$ cat src/rtl/uart_rx.sv
// 8N1 UART receiver with two-flop input synchronizer and centre sampling.
// One-entry holding register with valid/ready handshake and overrun/frame flags.
module uart_rx #(
  parameter int CLKS_PER_BIT = 1250
) (
  input  logic       clk,
  input  logic       reset,
  input  logic       rx,
  input  logic       rx_ready,
  input  logic       err_clr,
  output logic [7:0] rx_data,
  output logic       rx_valid,
  output logic       frame_err,
  output logic       overrun,
  output logic       busy
);

  localparam int CW = $clog2(CLKS_PER_BIT);
  localparam logic [CW-1:0] HALF = CW'(CLKS_PER_BIT / 2 - 1);
  localparam logic [CW-1:0] FULL = CW'(CLKS_PER_BIT - 1);

  typedef enum logic [2:0] {
    IDLE, START, DATA, STOP, WAIT_HIGH
  } state_t;

  state_t          state_q, state_d;
  logic            sync1_q, sync2_q;
  logic [CW-1:0]   cnt_q, cnt_d;
  logic [2:0]      idx_q, idx_d;
  logic [7:0]      shift_q, shift_d;
  logic [7:0]      data_q, data_d;
  logic            valid_q, valid_d;
  logic            ferr_q, ferr_d;
  logic            ovr_q, ovr_d;
  logic            busy_q, busy_d;
  logic            rxs, load, consume, take;

  assign rxs = sync2_q;

  always_comb begin
    state_d = state_q;
    cnt_d   = cnt_q;
    idx_d   = idx_q;
    shift_d = shift_q;
    ferr_d  = 1'b0;
    load    = 1'b0;
    unique case (state_q)
      IDLE: begin
        cnt_d = '0;
        if (!rxs) state_d = START;
      end
      START: begin
        if (cnt_q == HALF) begin
          cnt_d = '0;
          if (rxs) begin
            state_d = IDLE;
          end else begin
            state_d = DATA;
            idx_d   = 3'd0;
          end
        end else begin
          cnt_d = cnt_q + 1'b1;
        end
      end
      DATA: begin
        if (cnt_q == FULL) begin
          cnt_d   = '0;
          shift_d = {rxs, shift_q[7:1]};
          idx_d   = idx_q + 3'd1;
          if (idx_q == 3'd7) state_d = STOP;
        end else begin
          cnt_d = cnt_q + 1'b1;
        end
      end
      STOP: begin
        if (cnt_q == FULL) begin
          cnt_d = '0;
          if (rxs) begin
            load    = 1'b1;
            state_d = IDLE;
          end else begin
            ferr_d  = 1'b1;
            state_d = WAIT_HIGH;
          end
        end else begin
          cnt_d = cnt_q + 1'b1;
        end
      end
      WAIT_HIGH: begin
        cnt_d = '0;
        if (rxs) state_d = IDLE;
      end
      default: begin
        state_d = IDLE;
        cnt_d   = '0;
      end
    endcase
  end

  // A consume on the stop-sample edge frees the slot for the new byte.
  always_comb begin
    consume = valid_q & rx_ready;
    take    = load & (~valid_q | consume);
    valid_d = (valid_q & ~consume) | take;
    data_d  = take ? shift_q : data_q;
    ovr_d   = (load & valid_q & ~consume) | (ovr_q & ~err_clr);
    busy_d  = (state_d != IDLE);
  end

  always_ff @(posedge clk or negedge reset) begin
    if (!reset) begin
      sync1_q <= 1'b1;
      sync2_q <= 1'b1;
      state_q <= IDLE;
      cnt_q   <= '0;
      idx_q   <= 3'd0;
      shift_q <= 8'h00;
      data_q  <= 8'h00;
      valid_q <= 1'b0;
      ferr_q  <= 1'b0;
      ovr_q   <= 1'b0;
      busy_q  <= 1'b0;
    end else begin
      sync1_q <= rx;
      sync2_q <= sync1_q;
      state_q <= state_d;
      cnt_q   <= cnt_d;
      idx_q   <= idx_d;
      shift_q <= shift_d;
      data_q  <= data_d;
      valid_q <= valid_d;
      ferr_q  <= ferr_d;
      ovr_q   <= ovr_d;
      busy_q  <= busy_d;
    end
  end

  assign rx_data   = data_q;
  assign rx_valid  = valid_q;
  assign frame_err = ferr_q;
  assign overrun   = ovr_q;
  assign busy      = busy_q;

endmodule

$ cat config.mk
export PLATFORM = sky130hd
export DESIGN_NAME = uart_rx
export DESIGN_NICKNAME = d
export VERILOG_FILES = /design/src/rtl/uart_rx.sv
export SDC_FILE = /design/constraint.sdc
export NUM_CORES = 1
export LEC_CHECK = 0
export CORE_ASPECT_RATIO = 0.5
export CORE_MARGIN = 5
export CORE_UTILIZATION = 40
export CTS_CLUSTER_SIZE = 12
export DETAILED_ROUTE_END_ITERATION = 12
export PLACE_DENSITY = 0.69
export SETUP_SLACK_MARGIN = 0.5
export SLEW_MARGIN = 20
export SYNTH_ARGS = -nofsm -noshare
export SYNTH_HDL_FRONTEND = slang
export SYNTH_SLANG_ARGS = --single-unit
$ cat constraint.sdc
create_clock -name clk -period 1.9 [get_ports clk]
set_clock_uncertainty 0.15 [all_clocks]
set_input_delay 0.285 -clock clk [delete_from_list [all_inputs] [get_ports clk]]
set_output_delay 0.285 -clock clk [all_outputs]
set_load 0.02 [all_outputs]
# ---- Word level (Yosys, flattened, before mapping)
# Index checks and enable logic that the tools add are counted.
# W data, S select, Z words.
dict set report word_totals {
  register_bits 39
}
dict set report classes {
  bitwise 12
  add_sub_neg 2
  n_eq_ne 10
  mux 22
  n_reduce_logical 6
}
# op n
set ops {}
lappend ops {{$mux W3} 10}
lappend ops {{$mux W11} 2}
lappend ops {{$pmux W11 S2} 1}
lappend ops {{$pmux W3 S5} 1}
lappend ops {{$add A11 B1 Y11 const B} 1}
lappend ops {{$eq A11 B10 Y1 const B} 1}
lappend ops {{$eq A11 B11 Y1 const B} 1}
lappend ops {{$and A1 B1 Y1} 6}
lappend ops {{$eq A3 B2 Y1 const B} 2}
lappend ops {{$eq A3 B3 Y1 const B} 2}
lappend ops {{$mux W1} 6}
lappend ops {{$ne A2 B2 Y1 const B} 3}
lappend ops {{$pmux W3 S2} 1}
lappend ops {{$reduce_and A4 Y1} 1}
lappend ops {{$add A3 B1 Y3 const B} 1}
lappend ops {{$eq A3 B1 Y1 const B} 1}
lappend ops {{$logic_not A3 Y1} 1}
lappend ops {{$not A1 Y1} 3}
lappend ops {{$or A1 B1 Y1} 3}
lappend ops {{$reduce_bool A3 Y1} 1}
lappend ops {{$mux W2} 1}
lappend ops {{$reduce_and A2 Y1} 1}
lappend ops {{$reduce_bool A2 Y1} 1}
lappend ops {{$reduce_or A2 Y1} 1}

# ---- Depth between registers and ports, before layout
dict set report depth {
  depth_word 6
  ltp_mapped 8
}

# ---- Worst setup path after synthesis
# No wires, ideal clock.
dict set report synth_timing {
  kind {reg-to-reg}
  from {reg cnt_q[1]}
  to {reg data_q[0], in the netlist rx_data[0]}
  n_path_buf 1
  slack_ns -0.159
  period_less_slack_ns 2.059
  arrival_time_ns 1.783
  setup_time_ns 0.125
  required_time_ns 1.625
  path_stages_with_launch 8
  cell_sequence {dfrtp_1 -> inv_1 -> ha_1 -> and4b_4 -> nand3_4 -> or3b_1 -> buf_6 -> mux2_4}
}
dict set report synth_between {
  elab_chain_cells 4
}
# element line_no
set synth_rtl {}
lappend synth_rtl {{from (decl)} 28} ;# logic [CW-1:0] cnt_q, cnt_d;
lappend synth_rtl {{from (signal assigned)} 127} ;# cnt_q <= cnt_d;
lappend synth_rtl {{$eq A11 B11 Y1} 76} ;# if (cnt_q == FULL) begin
lappend synth_rtl {{$mux W1} 76}
lappend synth_rtl {{$mux W1} 47} ;# unique case (state_q)
lappend synth_rtl {{$and A1 B1 Y1} 103} ;# take = load & (~valid_q | consume);
lappend synth_rtl {{to (signal assigned)} 130} ;# data_q <= data_d;
lappend synth_rtl {{to (decl)} 31} ;# logic [7:0] data_q, data_d;
# No other way between the ends.
# A chain may end at the register's enable or synchronous reset.

# ---- Worst setup path after layout
dict set report layout_timing {
  from {reg cnt_q[1]}
  to {reg data_q[5], in the netlist rx_data[5]}
}
# Same word-level chain as after synthesis.

==> impl_results.rst <==
.. list-table::
   :header-rows: 1

   * - Metric
     - Value
   * - Post-detailed-route DRC marker count
     - 0
   * - Overall routing resource usage
     - 12.7%
   * - Routability congestion estimate from global placement
     - 0.780
   * - Half-perimeter wire length after detailed placement
     - 2.37 mm
   * - Number of maximum-capacitance violations
     - 0
   * - Area grow syn2layout
     - 31.8%
   * - Clock sinks
     - 39
   * - Max transition margin
     - 66.7%
   * - Slowest stage delay, CP
     - 390 ps
   * - CTS H-tree lvls
     - 2
   * - Final Max Slew Viols
     - 0
   * - Critical path start-end classification
     - register to register
   * - TritonCTS clock tree
     - built
   * - Synthesized cell area
     - 0.00181 mm²
   * - Effective utilization at floorplan
     - 41.2%
   * - Crit path max-delay family
     - simple AND/OR/NAND/NOR gates
   * - Initial drt markers
     - 26
   * - Largest cells by area after synthesis
     - dfrtp_1 (51%), mux2_4 (6.7%), mux2_2 (5.0%), xnor2_1 (3.9%), ha_1 (3.5%)
   * - Crit. End Element
     - register
   * - Slew at the pin with the worst max-slew slack
     - 499 ps
   * - Wire length of the first global-routing pass
     - 5.94 mm
   * - Number of global-route vias before repair
     - 1292
   * - EDFF count, synth
     - 0
   * - Post-route ant nets
     - 0
   * - Power density normalized to cell area
     - 595 mW/mm²
   * - Sum of overflow across all layers after global routing
     - 0
   * - Ports
     - 17
   * - Data arrival, critical path
     - 2050 ps
   * - Leading cell type by number of instances after synthesis
     - dfrtp_1
   * - Slowest stage cell on the critical path
     - dfrtp_1
   * - Fraction of final layout cells with drive strength greater than 1
     - 43.4%
   * - Average cell area after synthesis
     - 12.0 µm²
   * - Post-layout net count
     - 205
   * - Most used flip-flop cell after synthesis
     - dfrtp_1
   * - Share of the cycle needed by the critical path after routing
     - 106%
   * - Required @ worst endpoint
     - 1930 ps
   * - Yosys Warn Count
     - 0
   * - Detailed-route vias per instance
     - 4.90
   * - Cell-by-cell listing of the critical path
     - inv_2 -> ha_4 -> and4b_4 -> nand3_4 -> or3b_4 -> buf_8 -> mux2_4
   * - Average wire length per cell after detail routing
     - 14.4 µm
   * - Fmax
     - 495 MHz
   * - Clk_lat worst skew
     - 300 ps
   * - Largest fanout on the critical path
     - 8
   * - Register area share after synthesis
     - 54.2%
   * - TritonCTS Buffers
     - 5
   * - DRT Pass-1 Iters
     - 4
   * - Number of hold-slack violations in the final timing report
     - 0
   * - Worst path bufs/invs
     - 2
   * - Leak Pwr
     - 1.14 nW
   * - Worst path setup slack after routing
     - -120 ps
   * - Synth area leader
     - dfrtp_1
   * - Height of the chip
     - 57.5 µm
   * - Number of buffers on the longest clock path
     - 2
   * - Num rows
     - 17
   * - Diode count
     - 0
   * - Violated checks
     - setup timing
   * - Final core utilization
     - 54.3%
   * - Fin area
     - 0.00238 mm²
   * - Vias after detailed routing
     - 1240
   * - Sum of negative setup slack
     - -868 ps
   * - Die Area
     - 0.00604 mm²
   * - Largest net degree at the start of global routing
     - 40
   * - Class of the most critical hold timing path
     - register to register
   * - Clk slew on worst S/H paths
     - 80 ps
   * - Post-synth net total
     - 160
   * - Share of flip-flops with an asynchronous set or reset
     - 100%
   * - Total wire length after detailed routing
     - 3.65 mm
   * - Post-detailed-placement cell area
     - 0.00217 mm²
   * - Minimum setup slack among reg-to-reg paths
     - -120 ps
   * - Setup repair after global routing missed its margin
     - yes
   * - Placeable Area
     - 0.00438 mm²
   * - Final setup violation count
     - 8
   * - Time the worst path needs with I/O delays and setup
     - 2020 ps
   * - Gate count after technology mapping
     - 150
   * - Outcome
     - finished, violations left
   * - Initial antenna violation count
     - 0
   * - Yosys reg bits
     - 39
   * - Critical Path Source Type
     - register
   * - List of most frequent post-synthesis cells
     - dfrtp_1 (37), nor2_1 (15), nand2_1 (10)
   * - Share of the synthesized area in the top cell type
     - 51.3%
   * - Number of buffers added on ports
     - 16
   * - Floorplan die width
     - 105 µm
   * - Buffer cell driving the clock tree root
     - clkbuf_8
   * - Maximum VDD drop
     - 0.000259 V
   * - Yosys cell types
     - 40
power breakdown:
group	internal [W]	total, W	switching [W]
Clock	0.000256	0.000551	0.000294
Sequential	0.000833	0.000834	0.000000925
Combinational	0.0000111	0.0000306	0.0000196
state kept, by name (all words and copies together), names as in the netlist:
register   count
state_q        3
rx_valid       1
rx_data        8
shift_q        8
busy           1
frame_err      1
rxs            1
cnt_q         11
sync1_q        1
overrun        1
idx_q          3
cell families (layout without fill, tap and decap cells):
| group | after synthesis | count (layout) | synth area share (%) |
|---|---|---|---|
| AO/OA/AOI/OAI | 11 | 11 | 4.02 |
| XOR/XNOR | 9 | 9 | 4.37 |
| adder cells (fa/ha/maj) | 5 | 5 | 3.47 |
| buffers and inverters | 13 | 58 | 3.67 |
| flip-flops | 39 | 39 | 54.2 |
| multiplexers | 17 | 17 | 12.2 |
| AND/OR/NAND/NOR | 56 | 57 | 18.1 |
cells in the final DEF (no fill, tap or decap), drive strengths merged, types with 2 or more instances in the layout:
master          n
and4            2
buf            37
clkbuf          7
clkdlybuf4s15   2
clkdlybuf4s50   3
dfrtp          37
dfstp           2
ha              5
inv             6
mux2           16
nand2          10
nand2b          2
nand3           9
nand4           2
nor2           15
nor3            4
nor3b           2
nor4            2
o21ai           5
xnor2           8
layer usage:
layer | global-route usage (%) | routed length (µm) | vias up
li1 | - | - | 608
met1 | 14.6 | 1760 | 603
met2 | 20.8 | 1670 | 19
met3 | 3.95 | 101 | 10
met4 | 8.56 | 109 | 0
met5 | 0 | 0 | -
worst paths after layout:
| check | start | end | depth (start not counted) |
|---|---|---|---|
| worst max-delay path | cnt_q[1] | rx_data[5] | 7 |
| worst min-delay path | sync1_q | rxs | 0 |
| worst max register to register | cnt_q[1] | rx_data[5] | 7 |
| worst min register to register | sync1_q | rxs | 0 |
| max in group asynchronous | reset | rxs | 3 |
| min in group asynchronous | reset | frame_err | 3 |
stage by stage:
stage / worst slack (ps) / instances / power [W] / hold slack, ps
CTS: -116 / 251 / 0.00143 / 208
detailed placement: -148 / 240 / 0.000880 / 198
floorplan: -136 / 150 / 0.000854 / -161
finish: -120 / 253 / 0.00142 / 208
global route: -167 / 253 / 0.00147 / 216
global placement: -90.6 / 240 / 0.000880 / 197
worst register-to-register path, cell delays in order (launching register included):
cell	delay (ps)
dfrtp_1	390
inv_2	80
ha_4	120
and4b_4	250
nand3_4	80
or3b_4	390
buf_8	160
mux2_4	300
cell type report:
class	instances	area (µm²)
Fill cell	380	2000
Timing Repair Buffer	44	343
Tap cell	57	71.3
Clock buffer	6	72.6
Sequential cell	39	978
Inverter	6	22.5
Clock inverter	2	12.5
Multi-Input combinational cell	99	880
what timing repair did:
item	CTS	global route
pin swaps	8	2
gates resized for setup	57	23
hold endpoints to repair	37	0
setup buffers	1	1
hold buffers	1	0
cloned	1	1
setup endpoints to repair	49	46
(Power assumes the default switching activity.)
